## src/rtl/mmio_responder.sv

```systemverilog
// ----------------------------------------------------------------------------
// mmio_responder : memory-mapped board I/O target beside the data RAM
// Revision 1.0
// ----------------------------------------------------------------------------
`default_nettype none

module mmio_responder #(
  parameter logic [31:0] BASE_ADDR       = 32'h0000_0400,
  parameter int          DEBOUNCE_CYCLES = 16
) (
  input  logic        clock,
  input  logic        reset,
  input  logic [31:0] address,
  input  logic        wren,
  input  logic [31:0] data,
  output logic [31:0] q,
  output logic        hit,
  input  logic [13:0] io_input_bus,
  output logic [51:0] io_output_bus
);

  localparam int                   c_presc_w    = $clog2(DEBOUNCE_CYCLES);
  localparam logic [c_presc_w-1:0] c_presc_last = c_presc_w'(DEBOUNCE_CYCLES - 1);
  // KEY bits idle high (released), SW bits idle low
  localparam logic [13:0]          c_db_reset   = {4'hF, 10'h000};

  localparam logic [2:0] c_reg_led    = 3'd0;
  localparam logic [2:0] c_reg_hex_lo = 3'd1;
  localparam logic [2:0] c_reg_hex_hi = 3'd2;
  localparam logic [2:0] c_reg_sw     = 3'd3;
  localparam logic [2:0] c_reg_key    = 3'd4;
  localparam logic [2:0] c_reg_edge   = 3'd5;
  localparam logic [2:0] c_reg_timer  = 3'd6;
  localparam logic [2:0] c_reg_rsvd   = 3'd7;

  logic [13:0]          r_sync1;
  logic [13:0]          r_sync2;
  logic [13:0]          r_prev;
  logic [13:0]          r_db;
  logic [c_presc_w-1:0] r_presc;
  logic [9:0]           r_led;
  logic [5:0][6:0]      r_hex;
  logic [3:0]           r_key_edge;
  logic [31:0]          r_timer;

  logic [29:0] w_off;
  logic [2:0]  w_idx;
  logic        w_mapped;
  logic        w_wr;
  logic        w_tick;
  logic [13:0] w_stable;
  logic [13:0] w_db_next;
  logic [3:0]  w_key_set;
  logic [3:0]  w_key_clr;
  logic [31:0] w_rdata;
  logic [1:0]  w_unused_addr_bits;

  assign w_unused_addr_bits = address[1:0];

  always_comb begin
    w_off     = address[31:2] - BASE_ADDR[31:2];
    w_idx     = w_off[2:0];
    w_mapped  = (w_off[29:3] == '0) && (w_idx != c_reg_rsvd);
    w_wr      = wren && w_mapped;
    w_tick    = (r_presc == c_presc_last);
    // A bit only moves when two consecutive tick samples agree
    w_stable  = ~(r_sync2 ^ r_prev);
    w_db_next = w_tick ? ((r_sync2 & w_stable) | (r_db & ~w_stable)) : r_db;
    w_key_set = r_db[13:10] & ~w_db_next[13:10];
    w_key_clr = (w_wr && (w_idx == c_reg_edge)) ? data[3:0] : 4'h0;

    w_rdata = '0;
    case (w_idx)
      c_reg_led:    w_rdata = {22'd0, r_led};
      c_reg_hex_lo: w_rdata = {1'b0, r_hex[3], 1'b0, r_hex[2], 1'b0, r_hex[1], 1'b0, r_hex[0]};
      c_reg_hex_hi: w_rdata = {16'd0, 1'b0, r_hex[5], 1'b0, r_hex[4]};
      c_reg_sw:     w_rdata = {22'd0, r_db[9:0]};
      c_reg_key:    w_rdata = {28'd0, ~r_db[13:10]};
      c_reg_edge:   w_rdata = {28'd0, r_key_edge};
      c_reg_timer:  w_rdata = r_timer;
      default:      w_rdata = '0;
    endcase
  end

  always_ff @(posedge clock) begin
    if (reset) begin
      r_sync1    <= '0;
      r_sync2    <= '0;
      r_prev     <= c_db_reset;
      r_db       <= c_db_reset;
      r_presc    <= '0;
      r_led      <= '0;
      r_hex      <= {6{7'h7F}};
      r_key_edge <= '0;
      r_timer    <= '0;
      q          <= '0;
      hit        <= 1'b0;
    end else begin
      r_sync1    <= io_input_bus;
      r_sync2    <= r_sync1;
      r_presc    <= w_tick ? '0 : r_presc + c_presc_w'(1);
      if (w_tick) begin
        r_prev <= r_sync2;
      end
      r_db       <= w_db_next;
      // Set is OR'd after the clear mask so a same-edge press survives
      r_key_edge <= (r_key_edge & ~w_key_clr) | w_key_set;
      q          <= w_mapped ? w_rdata : '0;
      hit        <= w_mapped;

      if (w_wr) begin
        case (w_idx)
          c_reg_led: r_led <= data[9:0];
          c_reg_hex_lo: begin
            r_hex[0] <= data[6:0];
            r_hex[1] <= data[14:8];
            r_hex[2] <= data[22:16];
            r_hex[3] <= data[30:24];
          end
          c_reg_hex_hi: begin
            r_hex[4] <= data[6:0];
            r_hex[5] <= data[14:8];
          end
          default: ;
        endcase
      end

      r_timer <= (w_wr && (w_idx == c_reg_timer)) ? data : r_timer + 32'd1;
    end
  end

  assign io_output_bus = {r_hex, r_led};

endmodule

`default_nettype wire
```

## config.mk

```make
export PLATFORM = sky130hd
export DESIGN_NAME = mmio_responder
export DESIGN_NICKNAME = d
export VERILOG_FILES = /design/src/rtl/mmio_responder.sv
export SDC_FILE = /design/constraint.sdc
export NUM_CORES = 1
export LEC_CHECK = 0
export BUFFER_PORTS_ARGS = -buffer_cell sky130_fd_sc_hd__buf_4
export CAP_MARGIN = 20
export CORE_MARGIN = 3
export CORE_UTILIZATION = 40
export CTS_BUF_LIST = sky130_fd_sc_hd__clkbuf_8 sky130_fd_sc_hd__clkbuf_16
export DETAILED_ROUTE_END_ITERATION = 6
export SYNTH_ARGS = -nofsm -noshare
export SYNTH_HDL_FRONTEND = slang
export SYNTH_SLANG_ARGS = --single-unit
```

## constraint.sdc

```tcl
create_clock -name clock -period 4 [get_ports clock]
set_clock_uncertainty 0.05 [all_clocks]
set_input_delay 0.6 -clock clock [delete_from_list [all_inputs] [get_ports clock]]
set_output_delay 0.6 -clock clock [all_outputs]
set_load 0.02 [all_outputs]
```

==> results of run 1 <==
## stage by stage
step           hold WS, ps  utilization  instance area (um^2)
2_1_floorplan        363.8            -                  7974
3_5_place_dp         383.1       0.4821                  9413
5_1_grt              305.0       0.5127                 10010
6_report             319.1       0.5127                 10010
3_3_place_gp         366.1       0.4821                  9413
4_1_cts              303.0       0.5127                 10010
## area by class of cell
class / count / area, um^2
Fill cell: 1916 / 9515
Tap cell: 265 / 331.6
Multi-Input combinational cell: 631 / 4030
Inverter: 20 / 75.07
Clock inverter: 14 / 158.9
Sequential cell: 181 / 3623
Timing Repair Buffer: 178 / 1353
Clock buffer: 18 / 439.2
## routing by layer
metal	vias to the layer above	wire length [um]	part of all wire	global-route usage
met5	-	0	0	0
met4	0	232	0.011	0.04986
met3	14	1422	0.069	0.05922
met2	181	9248	0.45	0.2933
met1	3098	9853	0.47	0.2671
li1	3335	-	-	-
## kinds of logic after synthesis
logic type      synth area share
mux                       0.1349
xor+xnor                 0.02966
fa+ha+maj               0.004708
simple gates              0.2260
flops                     0.4544
buf+inv                  0.04080
compound gates            0.1095
## synthesized netlist by cell type, types with 2 or more instances
library cell,count,area (um^2)
mux2i_1,55,550.5
nand2_1,56,210.2
inv_1,19,71.32
buf_1,5,18.77
nor3_1,21,105.1
nor2b_1,56,350.3
mux4_2,8,180.2
buf_2,8,40.04
nor3b_1,2,15.01
nand4_1,8,50.05
mux2_4,20,300.3
a21oi_1,49,245.2
and2_1,4,25.02
mux2_2,2,22.52
or4_1,3,22.52
o21ai_0,28,140.1
o21bai_1,4,30.03
a22oi_1,26,195.2
nand3_1,13,65.06
o21ai_1,9,45.04
dfxtp_1,181,3623
xnor2_1,22,192.7
nor4b_1,2,17.52
nor4_1,11,68.82
and3_1,8,50.05
or3b_2,2,17.52
or3_1,10,62.56
clkbuf_1,42,157.7
xor2_1,5,43.79
ha_1,3,37.54
a211oi_1,4,30.03
nor2_1,141,529.3
mux2_1,2,22.52
buf_6,3,33.78
and4_1,3,26.28
a31oi_1,6,37.54
nand2b_1,25,156.4
a21o_1,14,105.1
nand4b_1,2,17.52
## registers in the layout, indices dropped and copies added, names as in the netlist, named ones only
| name | cells |
|---|---|
| r_db | 4 |
| q | 32 |
| r_presc | 4 |
| r_prev | 14 |
| r_led | 10 |
| hit | 1 |
| r_key_edge | 4 |
| io_output_bus | 42 |
| r_sync2 | 14 |
| r_timer | 32 |
| r_sync1 | 14 |
## critical path, stage by stage
cell     delay [ps]
buf_4           110
or4_1           630
o41a_1          440
a22oi_1         270
or3_1           170
or2_2           760
mux2_1          380
## power by group through the flow
| stage | Sequential [uW] | Clock [uW] | Combinational (uW) |
|---|---|---|---|
| after floorplan | 1870 | 0 | 130 |
| after global placement | 1870 | 0 | 230 |
| after detailed placement | 1870 | 0 | 231 |
| after CTS | 1830 | 1740 | 232 |
| after global routing | 1830 | 1810 | 256 |
| final | 1830 | 1700 | 231 |
## worst min-delay path by stage
stage | startpoint | to | slack (ps) | cells after the start
after floorplan | r_sync1[0] | r_sync2[0] | 360 | 1
after global placement | r_sync1[8] | r_sync2[8] | 370 | 1
after detailed placement | r_sync1[12] | r_sync2[12] | 380 | 1
after CTS | data[2] | r_key_edge[2] | 300 | 2
after global routing | data[2] | r_key_edge[2] | 310 | 2
final | data[2] | r_key_edge[2] | 320 | 2
==> results.toml, run 1 <==
[grt]
grt_max_degree = 81
grt.total_usage = 0.1924
grt_pass1_wl_mm = 33.41
gr-total-overflow = 0
antenna_found_initial = 0
first_global_vias = 6282

[synthesis]
async_flop_share = 0
yosysSeqAreaShare = 0.4544
synth-main-ff-cell = "dfxtp_1"
synth_cells = 890
synth_nets = 974
synth_edf_count = 0
ys_warn_count = 0
synth_seq_cells = 181
ys_types = 47
synth_area_um2 = 7974
synth_area_per_cell_um2 = 8.959

[die]
die_width_um = 147.2
io_pins = 166
initial_core_util = 0.4084
core-area_um2 = 19530
die_y_um = 147.2
dieArea_um2 = 21660
rows = 51

[cells_and_area]
diodes = 0
nets = 1113
layout_commonest_cell = "dfxtp_1"
drive_above_1_share = 0.2351
final_cell_mix = "dfxtp_1 (181), buf_4 (176), nor2_1 (141)"
syn_to_final_growth_pct = 25.55
fin_cells = 1307

[critical_path]
path_max_fanout = 28
reg2reg_to = "r_timer[28]"
crit_end = "r_timer[9]"
crit_start = "address[13]"
r2r_slack_ps = 1310
required_ps = 4270
worstSetupPathType = "in2reg"
critical_path_arrival_ps = 3370
critPathCaptureType = "flop"
start_kind = "input pin"
rr_startpoint = "r_timer[0]"
r2r_cells = 7

[place]
port_buffers = 163
place.gp.congestion = 0.8344
dp_cells = 1275
dpl.hpwl_mm = 14.40
pre_cts_slack_ps = 443.1

[routing]
final_antenna_net_count = 0
post_drt_wl_per_cell_um = 15.88
drtIter0Drc = 452
viasPerCell = 5.071
wl_mm = 20.76
vias = 6628
drt_first_pass_iters = 5
drc = 0

[clock_network]
htreeDepth = 4
cts-root-buf = "clkbuf_16"
cts_num_sinks = 181
clkLatencyLatePin_ps = 430
holdBufCountCts = 0
cts_tree = "done"
path_clk_slew_ps = 70
post-cts-setup-buffers = 0
ctsResizeCount = 0
cts_max_path_buffers = 2
cts_buffers = 17

[power]
pwr_density_cell_nw_per_um2 = 375.5
vdd_drop_max_uv = 321.4
power_uw = 3759
p_int_uw = 2839
p_seq_frac = 0.487
power_leakage_uw = 0.004357
comb_power_share = 0.061
pwr-share-clk = 0.452
p_switching_uw = 920.4
p_sw_frac = 0.2448

[sta]
fmax_mhz = 322.7
setup-violations-final = 0
rsz0062_at_grt = "no"
worst_pin_slew_ps = 982.0
slew_viol_final = 0
final.setup.tns_ps = 0
min_period_ps = 3099
fin_ws_ps = 901.2
finalCritPeriodShare = 0.7747
final_hold_viol_count = 0
slew_headroom = 0.3453

[job]
cap_violations = 0

[status]
status = "finished, final reports clean"

[min_path]
hold_class = "in2reg"
(Power assumes the default switching activity.)
==> run 2, diff against run 1 <==
==> constraint.sdc (replaced) <==
create_clock -name clock -period 2.7 [get_ports clock]
set_clock_uncertainty 0.05 [all_clocks]
set_input_delay 0.405 -clock clock [delete_from_list [all_inputs] [get_ports clock]]
set_output_delay 0.405 -clock clock [all_outputs]
set_load 0.02 [all_outputs]
==> run 2 against run 1 <==
Effect of this change:
- combinational power is 59% higher
- highest routed layer unchanged
- non-clock buffer count is 30 higher
- sequential power is 48% higher
- first-iteration DRC count is 2.2% lower
- clock-buffer cell count stayed put
- power is 46% higher
- via count is 0.97% higher
- sequential cell count stayed put
==> results.toml, run 2 (same netlist as run 1, synthesis figures left out) <==
[status]
status = "finished, final reports clean"

[critical_path]
worstSetupPathType = "in2reg"
start_kind = "input pin"
crit_end = "r_led[3]"
critical_path_arrival_ps = 2810
crit_start = "address[17]"
reg2reg_to = "r_timer[25]"
path_max_fanout = 7
critPathCaptureType = "flop"
r2r_cells = 6
rr_startpoint = "r_timer[3]"
r2r_slack_ps = 320
required_ps = 2970

[grt]
gr-total-overflow = 0
grt_max_degree = 68
grt_pass1_wl_mm = 34.15
met3_usage = 0.04627
grt.met1_usage = 0.2755
antenna_found_initial = 0
use_met2 = 0.3039
first_global_vias = 6377
grt.total_usage = 0.1959
busiest_layer = "met2"

[sta]
final.setup.tns_ps = 0
min_period_ps = 2535
finalCritPeriodShare = 0.9387
worst_pin_slew_ps = 464.0
slew_headroom = 0.6907
fmax_mhz = 394.6
fin_ws_ps = 165.5
final_hold_viol_count = 0
slew_viol_final = 0
rsz0062_at_grt = "no"
setup-violations-final = 0

[place]
place.gp.congestion = 0.8075
port_buffers = 163
dpl.hpwl_mm = 15.23
pre_cts_slack_ps = -220.6

[clock_network]
cts_tree = "done"
clkLatencyLatePin_ps = 430
cts_num_sinks = 181
ctsResizeCount = 0
cts-root-buf = "clkbuf_16"
cts_buffers = 17
post-cts-setup-buffers = 0
holdBufCountCts = 0
htreeDepth = 4
path_clk_slew_ps = 70
cts_max_path_buffers = 2

[power]
pwr_density_cell_nw_per_um2 = 533.3
power_leakage_uw = 0.004520
vdd_drop_max_uv = 469.7
power_uw = 5473

[routing]
viasPerCell = 5.005
drt_first_pass_iters = 4
wl_mm = 21.39
post_drt_wl_per_cell_um = 16.00
final_antenna_net_count = 0
drtIter0Drc = 442
vias = 6692
drc = 0

[cells_and_area]
drive_above_1_share = 0.2584
regArea_um2 = 3623
syn_to_final_growth_pct = 28.70
fin_util = 0.5256
final_cell_mix = "buf_4 (202), dfxtp_1 (181), nor2_1 (141)"
largest_reg_flops = 42
multi_input_area_um2 = 4040
layout_commonest_cell = "buf_4"
diodes = 0
fill_cells = 1926
nets = 1143

[min_path]
hold_class = "in2reg"

[die]
die_y_um = 147.2
dieArea_um2 = 21660
die_width_um = 147.2
core-area_um2 = 19530
initial_core_util = 0.4084
rows = 51
io_pins = 166

[job]
cap_violations = 0
## run 2: cell types whose count changed in the layout (fill, tap and decap cells not counted), sizes merged
cell | previous run | this run
clkinvlp | 2 | 0
bufinv | 1 | 0
inv | 27 | 30
buf | 178 | 208
## run 2: critical path: stages
cell	delay, ps
buf_4	120
or4_1	600
o31ai_1	230
a22oi_1	150
buf_4	160
nor3_1	370
nand4_1	340
buf_4	300
mux2i_1	120
## run 2: worst min-delay path by stage
stage	end	cells after the start	startpoint	slack (ps)
finish	r_key_edge[2]	2	data[2]	120
global route	r_key_edge[1]	2	data[1]	110
CTS	r_key_edge[1]	2	data[1]	110
global placement	r_sync2[12]	1	r_sync1[12]	370
detailed placement	r_sync2[5]	1	r_sync1[5]	370
floorplan	r_sync2[0]	1	r_sync1[0]	360
## run 2: cell type report
cell class                 count  area share
multi-input combinational    631      0.3937
tap                          265     0.03231
timing repair buffer         208      0.1586
inverter                      20    0.007315
clock inverter                14     0.01219
clock buffer                  18     0.04279
sequential                   181      0.3531
## run 2: stage by stage
step | instances | hold slack (ps) | cell area, um^2
after detailed placement | 1305 | 370.4 | 9698
after global routing | 1337 | 111.9 | 10260
after global placement | 1305 | 366.2 | 9698
after floorplan | 890 | 363.8 | 8009
after CTS | 1337 | 107.3 | 10260
final | 1337 | 121.8 | 10260
## run 2: power breakdown
group	internal [uW]	switching, uW
clock network	1250	1150
registers	2690	15.4
logic	184	183
total	4130	1350
## run 2: metal layers
metal  routed length (um)  vias up
met5                    0        -
met4                  248        0
met3                 1369       19
met2                 9734      159
met1                10040     3131
li1                     -     3383
